$ cat src/rtl/counter_n.sv
// Parametrised up/down counter with enable, clear, clamped load and wrap/saturate modes.
// Defining COUNTER_PRESCALER_EN adds a prescaler so val steps once every PRESCALE enabled cycles.
module counter_n #(
    parameter int WIDTH    = 2,
    parameter int MAX      = 2**WIDTH-1,
    parameter bit SATURATE = 1'b0,
    parameter int PRESCALE = 4
) (
    input  logic             clk,
    input  logic             rst,
    input  logic             en,
    input  logic             up,
    input  logic             clr,
    input  logic             load,
    input  logic [WIDTH-1:0] load_val,
    output logic [WIDTH-1:0] val,
    output logic             tc,
    output logic             wrap,
    output logic             sat
);

    localparam logic [WIDTH-1:0] MAX_V = WIDTH'(MAX);
    localparam logic [WIDTH-1:0] ONE_V = WIDTH'(1);

    // Elaboration-time guards against configurations the datapath cannot represent.
    if (WIDTH < 1) begin : g_bad_width
        $error("counter_n: WIDTH must be >= 1");
    end
    if (MAX < 1 || MAX > 2**WIDTH-1) begin : g_bad_max
        $error("counter_n: MAX must satisfy 0 < MAX <= 2**WIDTH-1");
    end
    if (PRESCALE < 2) begin : g_bad_prescale
        $error("counter_n: PRESCALE must be >= 2");
    end

    logic [WIDTH-1:0] val_reg, val_next;
    logic             wrap_reg, wrap_next;
    logic             sat_reg, sat_next;
    logic [WIDTH-1:0] match_max;
    logic             at_max, at_zero, at_bound;
    logic             step;

    // Per-bit comparison against the modulus; at_max is the AND of all bit matches.
    for (genvar gi = 0; gi < WIDTH; gi++) begin : g_match
        assign match_max[gi] = (val_reg[gi] == MAX_V[gi]);
    end

    assign at_max   = &match_max;
    assign at_zero  = ~|val_reg;
    assign at_bound = up ? at_max : at_zero;

`ifdef COUNTER_PRESCALER_EN
    localparam int            PW      = $clog2(PRESCALE);
    localparam logic [PW-1:0] PS_LAST = PW'(PRESCALE-1);
    localparam logic [PW-1:0] PS_ONE  = PW'(1);

    logic [PW-1:0] ps_reg, ps_next;

    assign step = en & (ps_reg == PS_LAST);

    always_comb begin
        ps_next = ps_reg;
        if (clr || load) begin
            ps_next = '0;
        end else if (en) begin
            ps_next = (ps_reg == PS_LAST) ? '0 : ps_reg + PS_ONE;
        end
    end

    always_ff @(posedge clk) begin
        if (rst) begin
            ps_reg <= '0;
        end else begin
            ps_reg <= ps_next;
        end
    end
`else
    assign step = en;
`endif

    always_comb begin
        val_next  = val_reg;
        wrap_next = 1'b0;
        sat_next  = sat_reg;
        if (clr) begin
            val_next = '0;
            sat_next = 1'b0;
        end else if (load) begin
            val_next = (load_val > MAX_V) ? MAX_V : load_val;
            sat_next = 1'b0;
        end else if (step) begin
            if (at_bound) begin
                if (SATURATE) begin
                    sat_next = 1'b1;
                end else begin
                    val_next  = up ? '0 : MAX_V;
                    wrap_next = 1'b1;
                end
            end else begin
                val_next = up ? val_reg + ONE_V : val_reg - ONE_V;
                sat_next = 1'b0;
            end
        end
    end

    always_ff @(posedge clk) begin
        if (rst) begin
            val_reg  <= '0;
            wrap_reg <= 1'b0;
            sat_reg  <= 1'b0;
        end else begin
            val_reg  <= val_next;
            wrap_reg <= wrap_next;
            sat_reg  <= sat_next;
        end
    end

    assign val  = val_reg;
    assign wrap = wrap_reg;
    assign sat  = sat_reg;
    assign tc   = step & at_bound;

endmodule

$ cat config.mk
export PLATFORM = sky130hd
export DESIGN_NAME = counter_n
export DESIGN_NICKNAME = d
export VERILOG_FILES = /design/src/rtl/counter_n.sv
export SDC_FILE = /design/constraint.sdc
export NUM_CORES = 1
export LEC_CHECK = 0
export CAP_MARGIN = 20
export CORE_AREA = 3 3 40 42
export DETAILED_ROUTE_END_ITERATION = 10
export DIE_AREA = 0 0 43 45
export HOLD_SLACK_MARGIN = 0.03
export PLACE_DENSITY_LB_ADDON = 0.3
export SYNTH_ARGS = -nofsm -noshare
export SYNTH_HDL_FRONTEND = slang
export SYNTH_SLANG_ARGS = --single-unit
$ cat constraint.sdc
create_clock -name clk -period 1.37 [get_ports clk]
set_clock_uncertainty 0.2 [all_clocks]
set_input_delay 0.3425 -clock clk [delete_from_list [all_inputs] [get_ports clk]]
set_output_delay 0.3425 -clock clk [all_outputs]
set_load 0.005 [all_outputs]
==> impl_metrics.tcl <==
set metrics [dict create \
    status "finished, violations left" \
    failed_checks "negative setup slack" \
    insertion_delay_ns 0.23 \
    grtUsageTotal_pct 7.91 \
    ff2ff_path_depth 5 \
    final_common_cell "buf_4" \
    finalSetupViolCount 2 \
    syn_area_um2 184 \
    start_util_pct 14.3 \
    grt_overflow_total 0 \
    firstDrtPassIters 4 \
    portBuffers 11 \
    syn-mean-instance-area_um2 9.68 \
    crit_fanout 2 \
    vdd_drop_max_v 0.000379 \
    r2r_slack_ns -0.13 \
    hpwl_um 426 \
    grt_max_degree 5 \
    rsz0062_at_grt "yes" \
    drt-total-wl_um 622 \
    largest_register_ffs 2 \
    fin_crit_sh_pct 127 \
    post-route-drc-count 0 \
    maxCapViolations 0 \
    clockBufferDepth 2 \
    mostFrequentLayoutCells "buf_4, clkdlybuf4s50_1, nor3_1, clkbuf_4, buf_2" \
    antenna_cells 0 \
    cts_hold_buf 0 \
    area_growth_pct 114 \
    achievable-frequency_mhz 574 \
    cts.sinks 3 \
    rows 13 \
    min_to "val[1]$_SDFFE_PP0P_" \
    power_uw 335 \
    postPlaceCellArea_um2 358 \
    worstPathCellList "clkdlybuf4s15_1, or3_4, a21oi_4, buf_2" \
    ys_seq_elements 3 \
    routabilityCongestion 0.741 \
    ant_nets 0 \
    core_um2 1280 \
    avgViaCountPerCell 3.91 \
    layout_setup_ws_ns -0.374 \
    final.min_clock_period_ns 1.74 \
    criticalPathCategory "in2out" \
    dp_slack_ns -0.963 \
    first_global_vias 254 \
    drive_above_1_share_pct 46.3 \
    synth_cell_types 14 \
    yosysSeqAreaShare_pct 32.7 \
    clk_pin_slew_ns 0.04 \
    antenna_found_initial 0 \
    nNetsFinal 50 \
    vias 219 \
    syn-num-nets 27 \
    cp-end-kind "output pin" \
    critical_path_required_ns 0.83 \
    report.final.slew_viol_count 0 \
    critPathTopFamily "simple AND/OR/NAND/NOR gates" \
    hold_depth 3 \
    critPathBufInv 2 \
    htreeDepth 1 \
    synthCells 19 \
    stdcell_area_um2 393 \
    reg2reg_from "val[1]$_SDFFE_PP0P_" \
    r2r-end "wrap$_SDFF_PP0_" \
    hold_violations 0 \
    root_buffer "clkbuf_4" \
    wl_per_cell_um 11.1 \
    leakagePower_uw 0.000181 \
    power_density_nw_per_um2 854 \
    floorplan.die_area_um2 1940 \
    critPathMaxStageDelay_ns 0.39 \
    arrival_ns 1.20 \
    crit_start "up" \
    die_x_um 43 \
    min_from "val[1]$_SDFFE_PP0P_" \
    grt_pass1_wl_um 1040 \
    drtIter0Drc 4 \
    yosysWarnings 0 \
    cts_buffers 3 \
    io_pins 13 \
    cts_tree "done" \
    hold_class "reg2reg" \
    slowest_stage "or3_4" \
    critPathLaunchType "input port" \
    die_h_um 45 \
]
[cells in the mapped netlist]
master	count	area, um2
nand3_1	1	5.00
inv_1	1	3.75
buf_4	1	7.51
or3_1	1	6.26
o31a_1	1	8.76
nor4b_4	1	23.8
o21a_1	1	7.51
dfxtp_1	3	60.1
a21oi_2	1	8.76
mux2i_1	1	10.0
nor2b_1	1	6.26
conb_1	1	3.75
nor3_1	3	15.0
xor2_1	2	17.5
[report_power, final]
| part | switching, uW | internal [uW] | leakage, uW |
|---|---|---|---|
| registers | 1.98 | 92.0 | 0.0000253 |
| logic | 32.8 | 51.1 | 0.000141 |
| clock network | 48.2 | 109 | 0.0000150 |
| total | 82.9 | 252 | 0.000181 |
[layer usage]
metal / GRT usage, % / share of wire (%) / vias up
met4: 3.61 / 0 / 0
met2: 11.7 / 47 / 12
met3: 6.77 / 11 / 0
met5: 0 / 0 / -
li1: - / - / 112
met1: 7.95 / 41 / 95
[worst max path at each step]
stage | end | slack [ns] | cells after the start
6_report | tc | -0.37 | 4
5_1_grt | tc | -0.43 | 3
4_1_cts | tc | -0.39 | 3
3_5_place_dp | tc | -0.96 | 4
3_3_place_gp | tc | -0.91 | 4
2_1_floorplan | tc | -0.03 | 2
[tightest hold or removal path, delay by kind of cell, from the launching register on]
family,cells,cell delay (ns)
flops,1,0.32
buf+inv,1,0.11
compound gates,2,0.21
[logic make-up (layout without fill, tap and decap cells)]
kind of cell | count (synthesis) | count (layout) | share of synthesized area (%)
AOI/OAI and AO/OA | 3 | 3 | 13.6
xor gates and xnor gates | 2 | 2 | 9.53
DFF | 3 | 3 | 32.7
buffers and inverters | 2 | 24 | 6.12
and+or+nand+nor | 7 | 7 | 30.6
muxes | 1 | 1 | 5.44
other | 1 | 1 | 2.04
[what timing repair did]
item / in CTS / in global routing
buffers inserted: 1 / 1
endpoints found under the hold margin: 0 / 0
resized for setup: 20 / 1
setup endpoints to repair: 7 / 3
pin swaps: 2 / 1
[through the flow]
| step | hold WS, ns | TNS, ns | std cells | utilization [%] |
|---|---|---|---|---|
| detailed placement | 0.489 | -2.29 | 51 | 27.8 |
| floorplan | 0.212 | -0.0284 | 19 | - |
| CTS | 0.483 | -0.435 | 55 | 29.4 |
| global route | 0.520 | -0.620 | 56 | 30.6 |
| finish | 0.477 | -0.504 | 56 | 30.6 |
| global placement | 0.459 | -2.08 | 51 | 27.8 |
[final cells by class]
cell class,instances,area [um2]
timing repair buffer,19,156
inverter,1,3.75
fill,146,892
tap,15,18.8
multi-input combinational,14,125
sequential,3,62.6
clock buffer,4,26.3
No activity file was read; power rests on OpenSTA's default activity.
